**src/rtl/core_alu.sv**
```systemverilog
// RV32I integer execute unit: one-cycle registered result for OP/OP-IMM/LUI/AUIPC/JAL/JALR
// and conditional branch resolution. Control outputs clear on idle cycles; data outputs hold.
module core_alu #(
    parameter int unsigned REG_WIDTH      = 32,
    parameter int unsigned PC_WIDTH       = 32,
    parameter int unsigned IMM_WIDTH      = 32,
    parameter int unsigned REG_ADDR_WIDTH = 5
) (
    input  logic                      clk,
    input  logic                      rst_n,
    input  logic                      dec_vld,
    input  logic                      dec_req_alu,
    input  logic [31:0]               dec_inst,
    input  logic [REG_ADDR_WIDTH-1:0] rf_rs1_addr,
    input  logic [REG_ADDR_WIDTH-1:0] rf_rs2_addr,
    input  logic [REG_ADDR_WIDTH-1:0] rf_rd_addr,
    input  logic [REG_WIDTH-1:0]      rf_rs1,
    input  logic [REG_WIDTH-1:0]      rf_rs2,
    input  logic [PC_WIDTH-1:0]       rf_pc,
    input  logic [IMM_WIDTH-1:0]      dec_imm,
    output logic                      alu_vld,
    output logic                      alu_rd_we,
    output logic [REG_ADDR_WIDTH-1:0] alu_rd_addr,
    output logic [REG_WIDTH-1:0]      alu_rd,
    output logic                      alu_branch,
    output logic                      alu_branch_cond,
    output logic                      alu_branch_taken,
    output logic [PC_WIDTH-1:0]       alu_branch_pc
);

    typedef enum logic [6:0] {
        OPC_OP     = 7'b0110011,
        OPC_OPIMM  = 7'b0010011,
        OPC_LUI    = 7'b0110111,
        OPC_AUIPC  = 7'b0010111,
        OPC_JAL    = 7'b1101111,
        OPC_JALR   = 7'b1100111,
        OPC_BRANCH = 7'b1100011
    } opcode_e;

    logic                      fire;
    opcode_e                   opcode;
    logic [2:0]                funct3;
    logic                      funct7_5;
    logic [REG_WIDTH-1:0]      imm_reg;
    logic [PC_WIDTH-1:0]       imm_pc;
    logic [PC_WIDTH-1:0]       pc_plus4;
    logic [PC_WIDTH-1:0]       pc_rel;
    logic [PC_WIDTH-1:0]       jalr_tgt;
    logic [REG_WIDTH-1:0]      op_b;
    logic [4:0]                shamt;
    logic [REG_WIDTH-1:0]      alu_res;
    logic                      br_res;

    logic                      vld_q, vld_d;
    logic                      we_q, we_d;
    logic [REG_ADDR_WIDTH-1:0] addr_q, addr_d;
    logic [REG_WIDTH-1:0]      rd_q, rd_d;
    logic                      br_q, br_d;
    logic                      cond_q, cond_d;
    logic                      taken_q, taken_d;
    logic [PC_WIDTH-1:0]       bpc_q, bpc_d;
    logic                      writes_rd;

    // Register indices and unused instruction fields are informational only.
    logic unused_ok;
    assign unused_ok = ^{rf_rs1_addr, rf_rs2_addr, dec_inst[31], dec_inst[29:15], dec_inst[11:7]};

    assign fire     = dec_vld & dec_req_alu;
    assign opcode   = opcode_e'(dec_inst[6:0]);
    assign funct3   = dec_inst[14:12];
    assign funct7_5 = dec_inst[30];
    assign imm_reg  = REG_WIDTH'(dec_imm);
    assign imm_pc   = PC_WIDTH'(dec_imm);
    assign pc_plus4 = rf_pc + PC_WIDTH'(4);
    assign pc_rel   = rf_pc + imm_pc;
    assign jalr_tgt = PC_WIDTH'(rf_rs1 + imm_reg) & ~PC_WIDTH'(1);
    assign op_b     = (opcode == OPC_OP) ? rf_rs2 : imm_reg;
    assign shamt    = op_b[4:0];

    always_comb begin
        alu_res = '0;
        unique case (funct3)
            3'b000: alu_res = (opcode == OPC_OP && funct7_5) ? rf_rs1 - op_b : rf_rs1 + op_b;
            3'b001: alu_res = rf_rs1 << shamt;
            3'b010: alu_res = REG_WIDTH'($signed(rf_rs1) < $signed(op_b));
            3'b011: alu_res = REG_WIDTH'(rf_rs1 < op_b);
            3'b100: alu_res = rf_rs1 ^ op_b;
            3'b101: alu_res = funct7_5 ? REG_WIDTH'($signed(rf_rs1) >>> shamt) : rf_rs1 >> shamt;
            3'b110: alu_res = rf_rs1 | op_b;
            3'b111: alu_res = rf_rs1 & op_b;
            default: alu_res = '0;
        endcase
    end

    always_comb begin
        br_res = 1'b0;
        case (funct3)
            3'b000: br_res = (rf_rs1 == rf_rs2);
            3'b001: br_res = (rf_rs1 != rf_rs2);
            3'b100: br_res = ($signed(rf_rs1) < $signed(rf_rs2));
            3'b101: br_res = ($signed(rf_rs1) >= $signed(rf_rs2));
            3'b110: br_res = (rf_rs1 < rf_rs2);
            3'b111: br_res = (rf_rs1 >= rf_rs2);
            default: br_res = 1'b0;
        endcase
    end

    always_comb begin
        vld_d     = fire;
        we_d      = 1'b0;
        br_d      = 1'b0;
        cond_d    = 1'b0;
        taken_d   = 1'b0;
        addr_d    = addr_q;
        rd_d      = rd_q;
        bpc_d     = bpc_q;
        writes_rd = 1'b0;
        if (fire) begin
            addr_d = rf_rd_addr;
            rd_d   = '0;
            bpc_d  = pc_plus4;
            case (opcode)
                OPC_OP, OPC_OPIMM: begin
                    rd_d      = alu_res;
                    writes_rd = 1'b1;
                end
                OPC_LUI: begin
                    rd_d      = imm_reg;
                    writes_rd = 1'b1;
                end
                OPC_AUIPC: begin
                    rd_d      = REG_WIDTH'(pc_rel);
                    writes_rd = 1'b1;
                end
                OPC_JAL: begin
                    rd_d      = REG_WIDTH'(pc_plus4);
                    writes_rd = 1'b1;
                    br_d      = 1'b1;
                    taken_d   = 1'b1;
                    bpc_d     = pc_rel;
                end
                OPC_JALR: begin
                    rd_d      = REG_WIDTH'(pc_plus4);
                    writes_rd = 1'b1;
                    br_d      = 1'b1;
                    taken_d   = 1'b1;
                    bpc_d     = jalr_tgt;
                end
                OPC_BRANCH: begin
                    br_d    = 1'b1;
                    cond_d  = 1'b1;
                    taken_d = br_res;
                    bpc_d   = br_res ? pc_rel : pc_plus4;
                end
                default: ;
            endcase
            we_d = writes_rd & (rf_rd_addr != '0);
        end
    end

    always_ff @(posedge clk or negedge rst_n) begin
        if (!rst_n) begin
            vld_q   <= 1'b0;
            we_q    <= 1'b0;
            addr_q  <= '0;
            rd_q    <= '0;
            br_q    <= 1'b0;
            cond_q  <= 1'b0;
            taken_q <= 1'b0;
            bpc_q   <= '0;
        end else begin
            vld_q   <= vld_d;
            we_q    <= we_d;
            addr_q  <= addr_d;
            rd_q    <= rd_d;
            br_q    <= br_d;
            cond_q  <= cond_d;
            taken_q <= taken_d;
            bpc_q   <= bpc_d;
        end
    end

    assign alu_vld          = vld_q;
    assign alu_rd_we        = we_q;
    assign alu_rd_addr      = addr_q;
    assign alu_rd           = rd_q;
    assign alu_branch       = br_q;
    assign alu_branch_cond  = cond_q;
    assign alu_branch_taken = taken_q;
    assign alu_branch_pc    = bpc_q;

endmodule

```
**config.mk**
```make
export PLATFORM = sky130hd
export DESIGN_NAME = core_alu
export DESIGN_NICKNAME = d
export VERILOG_FILES = /design/src/rtl/core_alu.sv
export SDC_FILE = /design/constraint.sdc
export NUM_CORES = 1
export LEC_CHECK = 0
export ABC_AREA = 1
export CAP_MARGIN = 10
export CORE_MARGIN = 1
export CORE_UTILIZATION = 35
export DETAILED_ROUTE_END_ITERATION = 12
export GPL_TIMING_DRIVEN = 0
export PLACE_DENSITY_LB_ADDON = 0.05
export SLEW_MARGIN = 30
export SYNTH_ARGS = -nofsm -noshare
export SYNTH_HDL_FRONTEND = slang
export SYNTH_SLANG_ARGS = --single-unit
```
**constraint.sdc**
```tcl
create_clock -name clk -period 1 [get_ports clk]
set_input_delay 0.3 -clock clk [delete_from_list [all_inputs] [get_ports clk]]
set_output_delay 0.3 -clock clk [all_outputs]
set_load 0.02 [all_outputs]
```
==> results.sh <==
export IMPL_whs_ns=-0.118
export IMPL_critPathKind="in2reg"
export IMPL_clk_pin_slew_ns=0.07
export IMPL_synth_async_reset_ratio=1.00
export IMPL_ys_warn_count=0
export IMPL_wl_mm=138
export IMPL_ys_flop_type="dfrtp_1"
export IMPL_synth_edf_count=0
export IMPL_arrival_ns=3.78
export IMPL_setup_viol=144
export IMPL_crit_chain="buf_12 -> inv_16 -> nand2_4 -> nor2_4 -> buf_12 -> nand2_8 -> clkbuf_16 -> clkbuf_16 -> o21ai_4 -> buf_6 -> ha_4 -> clkinvlp_4 -> o21ai_4 -> a31oi_2 -> a21boi_2 -> o21ai_2 -> xor2_1 -> o211ai_1 -> nand3_2 -> nand2_4 -> nand2_2 -> nand2_1"
export IMPL_ys_seq_area_frac=0.0966
export IMPL_die_w_um=236
export IMPL_synthCells=3472
export IMPL_cts_htree_levels=3
export IMPL_vdd_drop_max_mv=0.841
export IMPL_synth_area_leader_cell="nand2_1"
export IMPL_relSlewSlack=0.301
export IMPL_period_needed_ns=3.49
export IMPL_first_global_vias=27343
export IMPL_postRouteAntennaNets=0
export IMPL_end_kind="flop"
export IMPL_vias=29593
export IMPL_postLayoutCoreUtil=0.581
export IMPL_grt_max_degree=39
export IMPL_drive_above_1_share=0.372
export IMPL_multi_input_area_um2=20300
export IMPL_drc=0
export IMPL_stdcell_count=4698
export IMPL_min_delay_path_class="in2async"
export IMPL_io_buffers=221
export IMPL_power_leakage_nw=14.4
export IMPL_ys_types=60
export IMPL_die_area_um2=55700
export IMPL_cpMaxStageDelayCell="o211ai_1"
export IMPL_crit_path_start_kind="input pin"
export IMPL_seqCellArea_um2=1850
export IMPL_synth_area_um2=19200
export IMPL_path_buf_inv=7
export IMPL_synth_top_area_share=0.214
export IMPL_grt_pass1_wl_mm=189
export IMPL_dr_pass1_iters=7
export IMPL_cts_made_buffers=9
export IMPL_power_density_nw_per_um2=786
export IMPL_grt_usage=0.465
export IMPL_row_count=85
export IMPL_drv_cap=0
export IMPL_status="finished with violations"
export IMPL_antenna_found_initial=3
export IMPL_cp_top_family="compound AO/OA/AOI/OAI gates"
export IMPL_gp_congestion=1.07
export IMPL_nNetsFinal=4363
export IMPL_core_um2=53900
export IMPL_dpl_cell_count=4390
export IMPL_clkSinkCount=74
export IMPL_synthTopCellsByArea="nand2_1 21%, ha_1 12%, dfrtp_1 9.7%"
export IMPL_crit_required_ns=1.29
export IMPL_ys_ff_latch=74
export IMPL_tritoncts="done"
export IMPL_hold_viol_final=37
export IMPL_insertion_delay_ns=0.36
export IMPL_cts_buffer_depth=2
export IMPL_io_pins=253
export IMPL_avgSynthCellArea_um2=5.52
export IMPL_place_hpwl_mm=105
export IMPL_max_clock_freq_mhz=287
export IMPL_cts_root_buf="clkbuf_16"
export IMPL_fin_skew_ns=0
export IMPL_syn_to_final_growth_pct=63.3
export IMPL_drt_iter0_drc=4517
export IMPL_worst_slack_ns=-2.49
export IMPL_tns_ns=-143.48
export IMPL_finalMaxSlewViolations=0
export IMPL_crit_fanout=7
export IMPL_period_share=3.49
export IMPL_routedWlPerCell_um=29.4
export IMPL_grt_overflow_total=0
export IMPL_nFillCells=4987
export IMPL_syn_num_nets=3839
export IMPL_avgViaCountPerCell=6.30
export IMPL_start_util=0.356
export IMPL_violations="hold timing, setup timing"
export IMPL_die_h_um=236
export IMPL_worst_pin_slew_ns=1.04
export IMPL_rsz0062_at_grt="yes"
export IMPL_slowest_delay_ns=0.33
## registers in the layout, summed over array words and instances (netlist names)
register and count:
alu_branch 1, alu_branch_taken 1, alu_rd_addr 5, alu_rd 32, alu_rd_we 1, alu_vld 1
alu_branch_cond 1, alu_branch_pc 32
## area by class of cell
| cell class | instances | area share |
|---|---|---|
| well taps | 696 | 0.0278 |
| plain buffers | 122 | 0.0361 |
| inverters | 450 | 0.0594 |
| clock inverters | 6 | 0.00288 |
| multi-input cells | 2823 | 0.648 |
| repair buffers | 516 | 0.160 |
| clock buffers | 10 | 0.00731 |
| flip-flops and latches | 74 | 0.0591 |
| diodes | 1 | 0.0000799 |
## cells by family after synthesis
logic type | synth area share
fa+ha+maj | 0.124
compound gates | 0.214
xor+xnor | 0.0270
flops | 0.0966
simple gates | 0.411
mux | 0.00796
buf+inv | 0.120
## power breakdown
group,switching [mW],internal (mW)
Sequential,0.190,3.22
Clock,1.56,2.20
Combinational,10.9,6.55
## cell usage after synthesis (25+ instances only)
master    number
o211ai_1      48
a21oi_1      251
nand2_1     1092
a31oi_1       25
o21ai_1       81
nand4_1       35
inv_1        429
o21ai_0      177
nor2_1       234
xor2_1        43
clkbuf_1      63
nor3_1        40
buf_2         32
dfrtp_1       74
ha_1         185
nand3_1      341
## layout by cell type (no fill, tap or decap), types with 41 or more instances in the layout
cell,instances
nand2_4,86
nand3_2,88
o211ai_1,48
nor2_1,177
nand2_1,860
o21ai_2,49
nand3_1,232
ha_4,106
buf_2,42
o21ai_1,83
buf_4,230
a21oi_2,47
nor2_2,41
o21ai_0,86
buf_6,135
nand2_2,156
ha_1,72
a21oi_1,178
inv_1,323
o21ai_4,44
dfrtp_1,74
inv_2,84
## stage by stage
stage               hold WS, ns  area, um2  setup slack [ns]  power (mW)
global route            -0.0715      31300             -2.51        25.4
global placement          0.462      23200             -4.44        15.4
finish                   -0.118      31300             -2.49        24.6
floorplan               0.00441      20100             -1.95        10.6
detailed placement        0.284      23200             -4.50        15.5
CTS                     -0.0932      29600             -2.28        22.5
## worst paths after layout
path	start	endpoint	slack [ns]	cells past startpoint
min in group clk	rf_pc[0]	alu_branch_pc[0]	0.40	5
max in group asynchronous	rst_n	alu_branch_pc[27]	0.50	2
min	rst_n	alu_rd_addr[1]	-0.12	1
max reg2reg	alu_branch_pc[4]	alu_branch_pc[4]	0.10	4
min reg2reg	alu_branch_pc[28]	alu_branch_pc[28]	0.51	2
max	dec_inst[3]	alu_rd[16]	-2.49	22
## per-layer routing
metal,GRT usage,routed length [um]
met1,0.619,53700
met2,0.679,55400
met3,0.104,17900
met4,0.285,11200
met5,0,13
## repair_timing
| item | in CTS | in global routing |
|---|---|---|
| pin swaps | 332 | 233 |
| cloned | 12 | 1 |
| buffers inserted | 201 | 89 |
| hold endpoints to repair | 37 | 37 |
| gates resized for setup | 1776 | 355 |
| endpoints found under the setup margin | 148 | 144 |
Power figures use the tool's default switching activity.
